<file path="config.mk">
export PLATFORM = sky130hd
export DESIGN_NAME = rr_mux_reg_flat
export DESIGN_NICKNAME = d
export VERILOG_FILES = /design/src/rtl/rr_mux_reg_if.sv /design/src/rtl/rr_mux_reg.sv /design/src/flat_wrapper.sv
export SDC_FILE = /design/constraint.sdc
export NUM_CORES = 1
export LEC_CHECK = 0
export ABC_CLOCK_PERIOD_IN_PS = 6100
export BUFFER_PORTS_ARGS = -buffer_cell sky130_fd_sc_hd__clkbuf_2
export CAP_MARGIN = 10
export CORE_ASPECT_RATIO = 1.2
export CORE_MARGIN = 4
export CORE_UTILIZATION = 40
export DETAILED_ROUTE_END_ITERATION = 10
export GPL_ROUTABILITY_DRIVEN = 0
export HOLD_SLACK_MARGIN = 0.1
export PLACE_DENSITY = 0.74
export SLEW_MARGIN = 20
export SYNTH_ARGS = -nofsm -noshare
export SYNTH_HDL_FRONTEND = slang
export SYNTH_SLANG_ARGS = --single-unit
</file>
<file path="constraint.sdc">
create_clock -name clk -period 6.1 [get_ports clk]
set_clock_uncertainty 0.15 [all_clocks]
set_input_delay 0.305 -clock clk [delete_from_list [all_inputs] [get_ports clk]]
set_output_delay 0.305 -clock clk [all_outputs]
set_load 0.02 [all_outputs]
</file>
<file path="src/rtl/rr_mux_reg_if.sv">
// Handshake bundle for rr_mux_reg: select controls, CHANNELS input streams and one output stream.
// The slave modport is the mux; the master modport is the producers/consumer around it.
interface rr_mux_reg_if #(
   parameter int WIDTH    = 16,
   parameter int CHANNELS = 4
);
   localparam int SELW = $clog2(CHANNELS);

   logic                      mode;
   logic [SELW-1:0]           sel;
   logic [CHANNELS*WIDTH-1:0] in_data;
   logic [CHANNELS-1:0]       in_valid;
   logic [CHANNELS-1:0]       in_ready;
   logic [WIDTH-1:0]          out_data;
   logic [SELW-1:0]           out_chan;
   logic                      out_valid;
   logic                      out_ready;

   modport slave (
      input  mode, sel, in_data, in_valid, out_ready,
      output in_ready, out_data, out_chan, out_valid
   );

   modport master (
      output mode, sel, in_data, in_valid, out_ready,
      input  in_ready, out_data, out_chan, out_valid
   );
endinterface

</file>
<file path="src/rtl/rr_mux_reg.sv">
// N-to-1 registered stream mux, fixed-select or round-robin; 1 cycle input-to-output latency.
// Backpressure: a stalled output register drops every in_ready; full rate when out_ready stays high.
module rr_mux_reg #(
   parameter int WIDTH    = 16,
   parameter int CHANNELS = 4
) (
   input  logic        clk,
   input  logic        rst_n,
   rr_mux_reg_if.slave bus
);
   localparam int SELW = $clog2(CHANNELS);
   localparam logic [SELW:0]   NCH  = (SELW+1)'(CHANNELS);
   localparam logic [SELW-1:0] LAST = SELW'(CHANNELS-1);

   logic [SELW-1:0]     ptr;
   logic [SELW-1:0]     gnt;
   logic                gnt_vld;
   logic                load;
   logic [SELW:0]       idx;
   logic [CHANNELS-1:0] rdy;
   logic [WIDTH-1:0]    gnt_dat;

   logic [WIDTH-1:0]    out_data_q;
   logic [SELW-1:0]     out_chan_q;
   logic                out_valid_q;

   always_comb begin
      load    = ~out_valid_q | bus.out_ready;
      gnt     = '0;
      gnt_vld = 1'b0;
      idx     = '0;
      rdy     = '0;
      gnt_dat = '0;

      if (bus.mode) begin
         // Search ptr, ptr+1, ... with wrap; the extra idx bit absorbs ptr+k overflow.
         for (int k = 0; k < CHANNELS; k++) begin
            idx = {1'b0, ptr} + k[SELW:0];
            if (idx >= NCH)
               idx = idx - NCH;
            if (!gnt_vld && bus.in_valid[idx[SELW-1:0]]) begin
               gnt_vld = 1'b1;
               gnt     = idx[SELW-1:0];
            end
         end
      end else if ({1'b0, bus.sel} < NCH && bus.in_valid[bus.sel]) begin
         gnt_vld = 1'b1;
         gnt     = bus.sel;
      end

      gnt_vld = gnt_vld & load;

      if (bus.mode) begin
         if (gnt_vld)
            rdy[gnt] = 1'b1;
      end else if ({1'b0, bus.sel} < NCH) begin
         rdy[bus.sel] = load;
      end

      for (int i = 0; i < CHANNELS; i++)
         if (gnt == SELW'(i))
            gnt_dat = bus.in_data[i*WIDTH +: WIDTH];
   end

   always_ff @(posedge clk or negedge rst_n) begin
      if (!rst_n) begin
         out_valid_q <= 1'b0;
         out_data_q  <= '0;
         out_chan_q  <= '0;
         ptr         <= '0;
      end else begin
         if (gnt_vld) begin
            out_valid_q <= 1'b1;
            out_data_q  <= gnt_dat;
            out_chan_q  <= gnt;
         end else if (bus.out_ready) begin
            out_valid_q <= 1'b0;
         end
         if (gnt_vld && bus.mode)
            ptr <= (gnt == LAST) ? '0 : gnt + 1'b1;
      end
   end

   assign bus.in_ready  = rdy;
   assign bus.out_data  = out_data_q;
   assign bus.out_chan  = out_chan_q;
   assign bus.out_valid = out_valid_q;
endmodule

</file>
<file path="src/flat_wrapper.sv">
// flat-port wrapper written by rule: the top's interface ports become plain ports
module rr_mux_reg_flat 
#(
   parameter int WIDTH    = 16,
   parameter int CHANNELS = 4
)
  (clk, rst_n, bus_mode, bus_sel, bus_in_data, bus_in_valid, bus_out_ready, bus_in_ready, bus_out_data, bus_out_chan, bus_out_valid);
  rr_mux_reg_if #(.WIDTH(WIDTH), .CHANNELS(CHANNELS)) bus_i ();
  input  logic clk;
  input  logic rst_n;
  input wire logic [$bits(bus_i.mode)-1:0] bus_mode;
  input wire logic [$bits(bus_i.sel)-1:0] bus_sel;
  input wire logic [$bits(bus_i.in_data)-1:0] bus_in_data;
  input wire logic [$bits(bus_i.in_valid)-1:0] bus_in_valid;
  input wire logic [$bits(bus_i.out_ready)-1:0] bus_out_ready;
  output wire logic [$bits(bus_i.in_ready)-1:0] bus_in_ready;
  output wire logic [$bits(bus_i.out_data)-1:0] bus_out_data;
  output wire logic [$bits(bus_i.out_chan)-1:0] bus_out_chan;
  output wire logic [$bits(bus_i.out_valid)-1:0] bus_out_valid;
  assign bus_i.mode = bus_mode;
  assign bus_i.sel = bus_sel;
  assign bus_i.in_data = bus_in_data;
  assign bus_i.in_valid = bus_in_valid;
  assign bus_i.out_ready = bus_out_ready;
  assign bus_in_ready = bus_i.in_ready;
  assign bus_out_data = bus_i.out_data;
  assign bus_out_chan = bus_i.out_chan;
  assign bus_out_valid = bus_i.out_valid;
  rr_mux_reg #(.WIDTH(WIDTH), .CHANNELS(CHANNELS)) u_core (.clk(clk), .rst_n(rst_n), .bus(bus_i));
endmodule
</file>
==> out/qor.csv, run 1 <==
metric;value;unit
status;complete, no violations;
slew_viol_final;0;
relSlewSlack;0.336;
synth_seq_cells;21;
diodes;0;
final_common_cell;clkbuf_2;
wl_per_cell;15.2;um
overflow;0;
die_height;78.3;um
cts_resized;0;
final_area;2190;um^2
rows;25;
synth-seq-area-share;0.319;
p_sw;0.000319;W
drc_errors;0;
setup_tns;0;ns
place_inst;312;
core;3970;um^2
place_area;2130;um^2
end_kind;output port;
antenna_left;0;
setup_viol;0;
worstMarginPinSlew;0.996;ns
synth.largest_area_cell;dfrtp_1;
critical-path-slowest-cell;ha_1;
crit_buf_inv;1;
syn-cell-area;1650;um^2
syn-instance-count;174;
p_clk_frac;0.119;
antenna_found_initial;0;
pin_count;97;
die_w;66.6;um
synth_edf_count;0;
avgSynthCellArea;9.48;um^2
clock_latency;0.26;ns
fin_nets;342;
drive_above_1_share;0.479;
mostFrequentLayoutCells;clkbuf_2, nand2_1, dfrtp_1;
cts_tree;yes;
required;5.64;ns
grt_pass1_vias;1623;
cts_root_buf;clkbuf_8;
synthFlopType;dfrtp_1;
initial_core_util;0.415;
synth_top_area_share;0.319;
dpl.hpwl;3730;um
grt_pass1_wl;7440;um
port_buffers;96;
syn-num-nets;252;
fp.dieArea;5220;um^2
power.internal;0.000446;W
cts_buffers;3;
startpoint_type;register;
fmax;299;MHz
drtIter0Drc;105;
vdd_ir_drop_max;160;uV
rsz0062_at_grt;no;
final_cells;317;
cp_max_fo;33;
powerDensity;350;nW/um^2
worstPathArrival;2.89;ns
swShare;0.417;
synth.yosys.warnings;0;
fin_crit;3.35;ns
hold_class;in2reg;
via_per_inst;5.42;
grt_usage;0.179;
drt-pass1-iter-count;6;
area_growth_syn_to_layout;32.6;%
clk_path_buf_depth;2;
synthArstFlopShare;1.00;
hold_violations;0;
post-place-ws;2.42;ns
critical-path-top-delay-family;adder cells;
yosys-top-cells-area;dfrtp_1, a221oi_1, o31ai_1;
cts_sinks;21;
pwr-share-comb;0.561;
crit_type;reg2out;
via_count;1718;
synth.distinct_cells;35;
drt_wl_total;4820;um
min_period_over_period;0.549;
seqPwrFrac;0.320;
htreeDepth;1;
clkTransAtPathRegs;0.08;ns
max_stage_delay;0.87;ns
p_leak;1.07;nW
path_cells;or2b_1 -> a21oi_1 -> nor4_1 -> o21ai_0 -> ha_1 -> a22oi_1 -> nor2_1 -> clkbuf_2;
drv_cap;0;
fin_ws;2.75;ns
grt_max_degree;34;
worst min-delay path, delay by kind of cell:
family,cells,cell delay (ns)
muxes,1,0.13
buffers and inverters,1,0.07
and+or+nand+nor,1,0.05
AOI/OAI and AO/OA,1,0.05
path summary, 6_finish.rpt:
check	startpoint	to	slack (ns)	cells past startpoint
max	u_core.ptr[1]	bus_in_ready[2]	2.75	8
min in group asynchronous	rst_n	u_core.bus.out_data[6]	0.40	2
max in group asynchronous	rst_n	u_core.ptr[0]	5.04	2
max reg2reg	u_core.ptr[1]	u_core.bus.out_data[10]	2.83	9
min reg2reg	u_core.bus.out_data[2]	u_core.bus.out_data[2]	0.36	1
min	bus_in_data[60]	u_core.bus.out_data[12]	0.23	4
metal layers:
layer | up-vias | part of all wire | track usage
li1 | 829 | - | -
met1 | 836 | 0.41 | 0.221
met2 | 51 | 0.52 | 0.315
met3 | 2 | 0.059 | 0.0258
met4 | 0 | 0.010 | 0.0549
met5 | - | 0 | 0
synthesized netlist by cell type (2+ instances only):
cell type  count
a221oi_1      16
mux2_4         8
o21a_1         2
nand2_1       21
ha_1           4
a22oi_1        4
inv_1          6
nand2b_1       2
a21oi_1        6
dfrtp_1       21
mux2_2        10
mux2i_1        2
nor2_1         7
clkbuf_1       7
buf_2          2
o31ai_1       17
nor2b_1       20
o21ai_0        2
timing repair:
item,4_1_cts,5_1_grt
hold endpoints to repair,21,0
buffers inserted,0,0
hold buffers,1,0
power groups by stage:
stage	sequential [W]	combinational, W	clock [W]
2_1_floorplan	0.000311	0.000235	0
5_1_grt	0.000252	0.000467	0.000100
3_3_place_gp	0.000245	0.000424	0
3_5_place_dp	0.000247	0.000431	0
4_1_cts	0.000245	0.000432	0.0000954
6_report	0.000244	0.000429	0.0000914
stage by stage:
stage	utilization	hold slack (ns)	total power (W)
finish	0.551	0.226	0.000765
detailed placement	0.535	0.165	0.000678
CTS	0.549	0.225	0.000773
floorplan	-	-0.141	0.000546
global placement	0.535	0.159	0.000669
global route	0.551	0.236	0.000820
state kept, by name, indices dropped and copies added (netlist names):
register,cells
u_core.bus.out_valid,1
u_core.ptr,2
u_core.bus.out_chan,2
u_core.bus.out_data,16
kinds of logic after synthesis:
kind of cell               share of synthesized area
AOI/OAI and AO/OA                              0.259
muxes                                          0.167
adders and majority gates                     0.0304
and+or+nand+nor                                0.168
buffers and inverters                         0.0569
DFF                                            0.319
final cells by class:
cell class	instances	area, um^2
fillers	411	1790
multi-input cells	135	1030
flip-flops and latches	21	526
repair buffers	97	490
well taps	54	67.6
clock buffers	3	41.3
inverters	6	22.5
clock inverters	1	5.00
Power figures use the tool's default switching activity.
==> inputs of run 2 (changes only) <==
--- a/config.mk
+++ b/config.mk
@@ -5,7 +5,7 @@
 export SDC_FILE = /design/constraint.sdc
 export NUM_CORES = 1
 export LEC_CHECK = 0
-export ABC_CLOCK_PERIOD_IN_PS = 6100
+export ABC_CLOCK_PERIOD_IN_PS = 3120
 export BUFFER_PORTS_ARGS = -buffer_cell sky130_fd_sc_hd__clkbuf_2
 export CAP_MARGIN = 10
 export CORE_ASPECT_RATIO = 1.2
==> constraint.sdc (replaced) <==
create_clock -name clk -period 3.12 [get_ports clk]
set_clock_uncertainty 0.15 [all_clocks]
set_input_delay 0.156 -clock clk [delete_from_list [all_inputs] [get_ports clk]]
set_output_delay 0.156 -clock clk [all_outputs]
set_load 0.02 [all_outputs]
==> run 2 against run 1 <==
  * Worst setup slack lost 2.4 ns
  * Sequential share of layout area shrank 1.5 points
  * Non-clock buffer count grew 16
  * Highest routed layer unchanged
  * Worst hold slack lost 0.13 ns
  * Final area grew 6.8%
  * Critical path depth grew 1
  * Sequential cell count is the same
  * Die area is the same
  * Clock power grew 99%
  * First-iteration DRC count shrank 41%
  * Global-route usage grew 1.4 points
==> out/qor.csv, run 2 (synthesis results as in run 1) <==
metric;value;unit;change
status;complete, no violations;;unchanged
p_leak;1.14;nW;was 1.07 nW
port_buffers;96;;unchanged
grt_max_degree;27;;was 34
drt-pass1-iter-count;5;;was 6
die_height;78.3;um;unchanged
drive_above_1_share;0.462;;was 0.479
via_count;1766;;was 1,718
setup_viol;0;;unchanged
setup_tns;0;ns;unchanged
crit_type;reg2reg;;was reg2out
rsz0062_at_grt;no;;unchanged
min_period_over_period;0.887;;
via_per_inst;5.30;;was 5.42
place_inst;317;;was 312
worstMarginPinSlew;0.627;ns;was 0.996 ns
clk_path_buf_depth;2;;unchanged
max_stage_delay;0.44;ns;was 0.87 ns
wl_per_cell;15.1;um;was 15.2 um
powerDensity;655;nW/um^2;was 350 nW/um^2
fmax;361;MHz;
vdd_ir_drop_max;297;uV;was 160 uV
initial_core_util;0.415;;unchanged
mostFrequentLayoutCells;clkbuf_2, nand2_1, dfrtp_1;;unchanged
clock_latency;0.25;ns;was 0.26 ns
largest_register_ffs;16;;unchanged
startpoint_type;register;;unchanged
grt_pass1_wl;8090;um;was 7440 um
cts_sinks;21;;unchanged
cts_root_buf;clkbuf_8;;unchanged
crit_start;u_core.ptr[1];;unchanged
fillers;390;;was 411
worstSetupEndpoint;u_core.bus.out_data[14];;was bus_in_ready[2]
die_w;66.6;um;unchanged
worstReg2RegEnd;u_core.bus.out_data[14];;was u_core.bus.out_data[10]
antenna_left;0;;unchanged
relSlewSlack;0.581;;was 0.336
drtIter0Drc;62;;was 105
postCtsSetupBuffers;0;;unchanged
worstPathArrival;2.77;ns;was 2.89 ns
core;3970;um^2;unchanged
total_power;0.00153;W;was 0.000765 W
rows;25;;unchanged
post-place-ws;-0.188;ns;was 2.42 ns
ff2ff_path_depth;9;;unchanged
clkTransAtPathRegs;0.08;ns;about the same
seqCellArea;526;um^2;unchanged
crit-reg2reg-launch;u_core.ptr[1];;unchanged
path_cells;mux2i_1 -> nor2_1 -> nor4_1 -> o21ai_0 -> ha_1 -> buf_4 -> a221oi_1 -> o31ai_1 -> mux2_2;;was or2b_1 -> a21oi_1 -> nor4_1 -> o21ai_0 -> ha_1 -> a22oi_1 -> nor2_1 -> clkbuf_2
diodes;0;;unchanged
drt_wl_total;5030;um;was 4820 um
multi_input_area;1040;um^2;was 1030 um^2
cts_tree;yes;;unchanged
critical-path-slowest-cell;dfrtp_1;;was ha_1
cp_max_fo;26;;was 33
overflow;0;;unchanged
end_kind;register;;was output port
rrSetupSlack;0.35;ns;was 2.83 ns
drc_errors;0;;unchanged
hold_violations;0;;unchanged
slew_viol_final;0;;unchanged
drv_cap;0;;unchanged
fp.dieArea;5220;um^2;unchanged
htreeDepth;1;;unchanged
cts_buffers;3;;unchanged
final_cells;333;;was 317
dpl.hpwl;3720;um;was 3730 um
required;3.12;ns;was 5.64 ns
grt_usage;0.193;;was 0.179
fin_ws;0.352;ns;was 2.75 ns
fin_nets;358;;was 342
pin_count;97;;unchanged
antenna_found_initial;0;;unchanged
fin_crit;2.77;ns;
grt_pass1_vias;1732;;was 1,623
final_common_cell;clkbuf_2;;unchanged
hold_class;in2reg;;unchanged
area_growth_syn_to_layout;41.7;%;was 32.6%
==> run 2: cell count changes in the layout (fill, tap and decap cells not counted) <==
cell	change
dlygate4sd3_1	+11
buf_4	+5
clkbuf_1	+1
clkinv_2	-1
ha_1	+1
ha_2	-1
nor2b_2	-1
nor2b_4	+1
==> run 2: power breakdown <==
group	leakage [nW]	internal (W)	total [W]	switching, W
clock	0.0228	0.0000909	0.000182	0.0000913
combinational	0.868	0.000409	0.000870	0.000461
sequential	0.253	0.000395	0.000478	0.0000830
==> run 2: layout make-up <==
cell class              instances  area share
well taps                      54      0.0289
inverters                       6     0.00964
clock buffers                   4      0.0193
flip-flops and latches         21       0.225
repair buffers                113       0.273
multi-input cells             135       0.444
==> run 2: how the worst min path moves through the flow <==
stage / slack, ns / from / end / cells past startpoint
after global routing: 0.11 / bus_in_data[55] / u_core.bus.out_data[7] / 4
after CTS: 0.10 / bus_in_data[55] / u_core.bus.out_data[7] / 4
after floorplan: -0.29 / rst_n / u_core.bus.out_chan[0] / 0
final: 0.09 / bus_in_data[55] / u_core.bus.out_data[7] / 4
after detailed placement: 0.03 / rst_n / u_core.bus.out_data[5] / 1
after global placement: 0.02 / rst_n / u_core.bus.out_data[6] / 1
==> run 2: per-stage QoR <==
| stage | cell area, um^2 | hold WS [ns] | utilization |
|---|---|---|---|
| floorplan | 1650 | -0.290 | - |
| CTS | 2330 | 0.100 | 0.587 |
| finish | 2340 | 0.0926 | 0.588 |
| detailed placement | 2160 | 0.0254 | 0.545 |
| global placement | 2160 | 0.0219 | 0.545 |
| global route | 2340 | 0.106 | 0.588 |
==> run 2: per-layer routing <==
metal,share of wire,GRT usage,vias up
met5,0,0,-
met4,0.012,0.0427,0
met3,0.055,0.0243,6
met2,0.53,0.345,64
met1,0.41,0.242,832
li1,-,-,864
==> run 2: what timing repair did <==
action                     in CTS  in global routing
setup endpoints to repair      15                 15
gates cloned                    0                  0
resized for setup               1                  1
hold endpoints to repair       32                  0
hold buffers                   12                  0
==> run 2: critical path, delay by kind of cell, from the launching register on <==
family                   cells  cell delay, ns
multiplexers                 2            0.47
buffers and inverters        1            0.25
AO/OA/AOI/OAI                3            0.61
AND/OR/NAND/NOR              2            0.41
adder cells (fa/ha/maj)      1            0.33
flip-flops                   1            0.44
